File: src/rtl/lif_neuron_scheduler.sv
// Time-multiplexes NUM_NEURONS virtual LIF neurons onto one external core, one neuron per 3 cycles.
// Optional per-neuron refractory counters are built when LIF_SCHED_REFRACTORY_EN is defined.
module lif_neuron_scheduler #(
  parameter int NUM_NEURONS = 4,
  parameter int AW          = $clog2(NUM_NEURONS)
) (
  input  logic                   clk,
  input  logic                   reset,
  input  logic                   start,
  input  logic                   clear,
  input  logic [7:0]             spike_in,
  input  logic [3:0]             tref,
  output logic                   busy,
  output logic                   done,
  output logic [NUM_NEURONS-1:0] spike_out_vec,
  output logic                   weight_rd_en,
  output logic [AW-1:0]          weight_addr,
  input  logic [63:0]            weight_data,
  output logic                   core_en,
  output logic [7:0]             core_spike_in,
  output logic [63:0]            core_weight,
  output logic [7:0]             core_memb_in,
  input  logic [7:0]             core_memb_out,
  input  logic                   core_spike_out
);

  typedef enum logic [2:0] {IDLE, FETCH, ISSUE, CAPTURE, DONE} state_t;

  state_t        state, state_nxt;
  logic [AW-1:0] idx;
  logic [7:0]    spk_reg;
  logic [7:0]    mem [NUM_NEURONS];
  logic          last;

`ifdef LIF_SCHED_REFRACTORY_EN
  logic [3:0]    ref_cnt [NUM_NEURONS];
`else
  logic          unused_tref;
  assign unused_tref = ^tref;
`endif

  assign last = (idx == AW'(NUM_NEURONS - 1));

  // Core-facing outputs are gated to their own state so they read as 0 everywhere else.
  always_comb begin
    state_nxt     = state;
    busy          = 1'b0;
    done          = 1'b0;
    weight_rd_en  = 1'b0;
    weight_addr   = '0;
    core_en       = 1'b0;
    core_spike_in = '0;
    core_weight   = '0;
    core_memb_in  = '0;
    case (state)
      IDLE:    if (start && !clear) state_nxt = FETCH;
      FETCH: begin
        busy         = 1'b1;
        weight_rd_en = 1'b1;
        weight_addr  = idx;
        state_nxt    = ISSUE;
      end
      ISSUE: begin
        busy          = 1'b1;
        core_en       = 1'b1;
        core_spike_in = spk_reg;
        core_weight   = weight_data;
        core_memb_in  = mem[idx];
        state_nxt     = CAPTURE;
      end
      CAPTURE: begin
        busy      = 1'b1;
        state_nxt = last ? DONE : FETCH;
      end
      DONE: begin
        busy      = 1'b1;
        done      = 1'b1;
        state_nxt = IDLE;
      end
      default: state_nxt = IDLE;
    endcase
  end

  always_ff @(posedge clk) begin
    if (reset) begin
      state         <= IDLE;
      idx           <= '0;
      spk_reg       <= '0;
      spike_out_vec <= '0;
      for (int i = 0; i < NUM_NEURONS; i++) begin
        mem[i] <= '0;
`ifdef LIF_SCHED_REFRACTORY_EN
        ref_cnt[i] <= '0;
`endif
      end
    end else begin
      state <= state_nxt;
      case (state)
        IDLE: begin
          if (clear) begin
            spike_out_vec <= '0;
            for (int i = 0; i < NUM_NEURONS; i++) begin
              mem[i] <= '0;
`ifdef LIF_SCHED_REFRACTORY_EN
              ref_cnt[i] <= '0;
`endif
            end
          end else if (start) begin
            spk_reg <= spike_in;
            idx     <= '0;
          end
        end
        CAPTURE: begin
`ifdef LIF_SCHED_REFRACTORY_EN
          // A refractory neuron is held at rest; whatever the core computed is dropped.
          if (ref_cnt[idx] != 4'd0) begin
            mem[idx]           <= '0;
            spike_out_vec[idx] <= 1'b0;
            ref_cnt[idx]       <= ref_cnt[idx] - 4'd1;
          end else begin
            mem[idx]           <= core_memb_out;
            spike_out_vec[idx] <= core_spike_out;
            if (core_spike_out) ref_cnt[idx] <= tref;
          end
`else
          mem[idx]           <= core_memb_out;
          spike_out_vec[idx] <= core_spike_out;
`endif
          if (!last) idx <= idx + AW'(1);
        end
        default: ;
      endcase
    end
  end

endmodule

File: config.mk
export PLATFORM = sky130hd
export DESIGN_NAME = lif_neuron_scheduler
export DESIGN_NICKNAME = d
export VERILOG_FILES = /design/src/rtl/lif_neuron_scheduler.sv
export SDC_FILE = /design/constraint.sdc
export NUM_CORES = 1
export LEC_CHECK = 0
export BUFFER_PORTS_ARGS = -buffer_cell sky130_fd_sc_hd__buf_4
export CAP_MARGIN = 30
export CORE_MARGIN = 10
export CORE_UTILIZATION = 43
export CTS_CLUSTER_SIZE = 40
export DETAILED_ROUTE_END_ITERATION = 8
export HOLD_SLACK_MARGIN = 0.02
export PLACE_DENSITY = 0.8
export SLEW_MARGIN = 10
export SYNTH_ARGS = -nofsm -noshare
export SYNTH_HDL_FRONTEND = slang
export SYNTH_SLANG_ARGS = --single-unit
export TNS_END_PERCENT = 20
File: constraint.sdc
create_clock -name clk -period 2 [get_ports clk]
set_clock_uncertainty 0.1 [all_clocks]
set_input_delay 0.4 -clock clk [delete_from_list [all_inputs] [get_ports clk]]
set_output_delay 0.4 -clock clk [all_outputs]
set_load 0.05 [all_outputs]
==> impl_metrics.ini <==
[status]
status = finished, violations left
violations = negative setup slack

[placement]
hpwl_um = 8090
port-buffer-count = 174
gp_congestion = 0.809
dp_cells = 513

[floorplan]
fp-row-count = 29
die_y_um = 102
die_area_mm2 = 0.0103
initial_core_util = 0.447
ios = 179
die_x_um = 102
core_mm2 = 0.00642

[setup_path]
worstSetupPathType = reg -> out
critPathArrivalTime_ns = 1.63
cp_max_fo = 18
worst_setup_path_start_kind = register
endpoint_kind = primary output
rr_worst_depth = 4
r2r-start = idx[0]$_SDFFE_PP0P_
worst_ep_required_time_ns = 1.50
r2r_slack_ns = 0.20

[hold_path]
whs_endpoint = state[1]$_SDFFE_PP0P_
holdPathStages = 2
hp-class = in -> reg
hp-start = reset

[drt]
route.detailed.drc = 0
vias = 2757
detail-route-antenna-nets = 0
dr.pass1.iters = 4
via_per_inst = 5.23
routed_wl_um = 11900
drt_iter0_drc = 99
detail_route.wl_per_cell_um = 22.6

[sta]
max-slew-margin-rel = 0.723
setup_slack_ns = -0.129
hold_viol = 0
fin_crit_ns = 2.13
rsz0062_at_grt = true
worstMarginPinSlew_ns = 0.416
fmax_mhz = 470
drv_slew = 0
fin_crit_sh = 1.06
setup_violations = 82

[grt]
grt_pass1_wl_um = 15800
grt_pass1_vias = 2728
grtUsageTotal = 0.200
grt.overflow.total = 0
grt_max_degree = 37
antenna_found_initial = 0

[clock_tree]
cts_buffers = 5
cts_buffer_depth = 2
insertion_delay_ns = 0.31
cts_tree = yes
h-tree-depth = 2
cts_root_buf = clkbuf_8
path_clk_slew_ns = 0.09
hold_buffers = 0
cts_sinks = 51

[synthesis]
synth_cell_types = 35
synthFlopType = edfxtp_1
syn_inst = 265
synth_top_family_by_area = simple AND/OR/NAND/NOR gates
synth_area_per_cell_um2 = 10.8
synth_fp_nets = 358
synthArstFlopShare = 0
synth_mux_area_frac = 0.0906
syn-cell-area_mm2 = 0.00287
ys_ff_latch = 51
synth-simple-area-share = 0.346
synthXorXnorAreaFrac = 0.00305
synth_compound_area_frac = 0.0331
synth_seq_area_share = 0.467
synth_edf_count = 32
ys_warn_count = 0
synthAdderAreaFrac = 0.0174

[run]
cap_violations = 0

[finish]
n_antenna_cell = 0
nNetsFinal = 542
drive_gt1_frac = 0.600
final_cells = 527
final_util = 0.806
layout_common_cells = 105 x buf_4, 45 x buf_6, 44 x and2_4, 40 x and2_1, 40 x buf_8
largest_reg_flops = 32
layout_commonest_cell = buf_4
syn2layout_area_growth_pct = 80.2

[power]
irDropWorstVdd_mv = 0.494
power.leakage_nw = 2.42
powerDensity_mw_per_mm2 = 770
[cells by family (layout without fill, tap and decap cells)]
group / Yosys count / after routing
flops: 51 / 51
xor+xnor: 1 / 1
buf+inv: 25 / 210
mux: 16 / 16
fa+ha+maj: 4 / 4
compound gates: 12 / 12
simple gates: 156 / 156
[area by class of cell]
type / instances / area (um^2)
repair buffers: 198 / 2080
multi-input cells: 189 / 1550
flip-flops and latches: 51 / 1350
fillers: 365 / 1250
well taps: 77 / 96.3
clock buffers: 5 / 68.8
clock inverters: 3 / 23.8
inverters: 4 / 15.0
[what timing repair did]
item | 4_1_cts | 5_1_grt
setup buffers | 4 | 0
endpoints found under the setup margin | 80 | 84
gates resized for setup | 116 | 65
pin swaps | 5 | 27
gates cloned | 2 | 1
[per-layer routing]
layer  track usage  share of wire  vias to the layer above
li1              -              -                     1286
met1         0.208           0.33                     1311
met2         0.379           0.55                      127
met3        0.0517          0.080                       33
met4        0.0627          0.041                        0
met5             0              0                        -
[cell usage after synthesis (4+ instances only)]
cell type  count  share of area
clkbuf_1      10          0.013
nand2b_1      17          0.037
edfxtp_1      32           0.33
and3_1        32          0.070
mux2i_1        8          0.028
mux4_2         8          0.063
buf_4          4          0.010
and2_1        84           0.18
nand2_1        7         0.0092
ha_1           4          0.017
dfxtp_1       19           0.13
[stage by stage]
stage,setup TNS (ns),area [um^2],hold slack (ns),setup slack [ns],total power [mW]
detailed placement,0,4370,0.359,0.126,2.95
global placement,0,4370,0.354,0.175,2.92
CTS,-2.87,4950,0.194,-0.110,3.81
floorplan,-0.744,2890,0.344,-0.0754,2.35
global route,-11.44,5170,0.210,-0.196,4.14
finish,-4.74,5170,0.202,-0.129,3.98
[worst max-delay path, stage by stage, from the launching register on]
cell and delay (ns):
dfxtp_2 0.35, inv_2 0.05, nor3_4 0.24, buf_6 0.16, buf_16 0.14, and2_1 0.20, buf_6 0.18
[report_power, final]
group          total (mW)  leakage [nW]  internal (mW)  switching (mW)
clock network       0.599        0.0408          0.250           0.349
registers            1.28         0.504           1.23          0.0486
logic                2.11          1.88          0.916            1.19
[how the worst max path moves through the flow]
stage / endpoint / cells past startpoint / startpoint / slack [ns]
2_1_floorplan: core_memb_in[0] / 5 / state[1]$_SDFFE_PP0P_ / -0.08
3_3_place_gp: core_memb_in[2] / 4 / register / 0.18
3_5_place_dp: core_memb_in[0] / 4 / register / 0.13
4_1_cts: core_memb_in[0] / 4 / register / -0.11
5_1_grt: core_weight[56] / 6 / state[1]$_SDFFE_PP0P_ / -0.20
6_report: core_weight[56] / 6 / state[1]$_SDFFE_PP0P_ / -0.13
(Power assumes the default switching activity.)
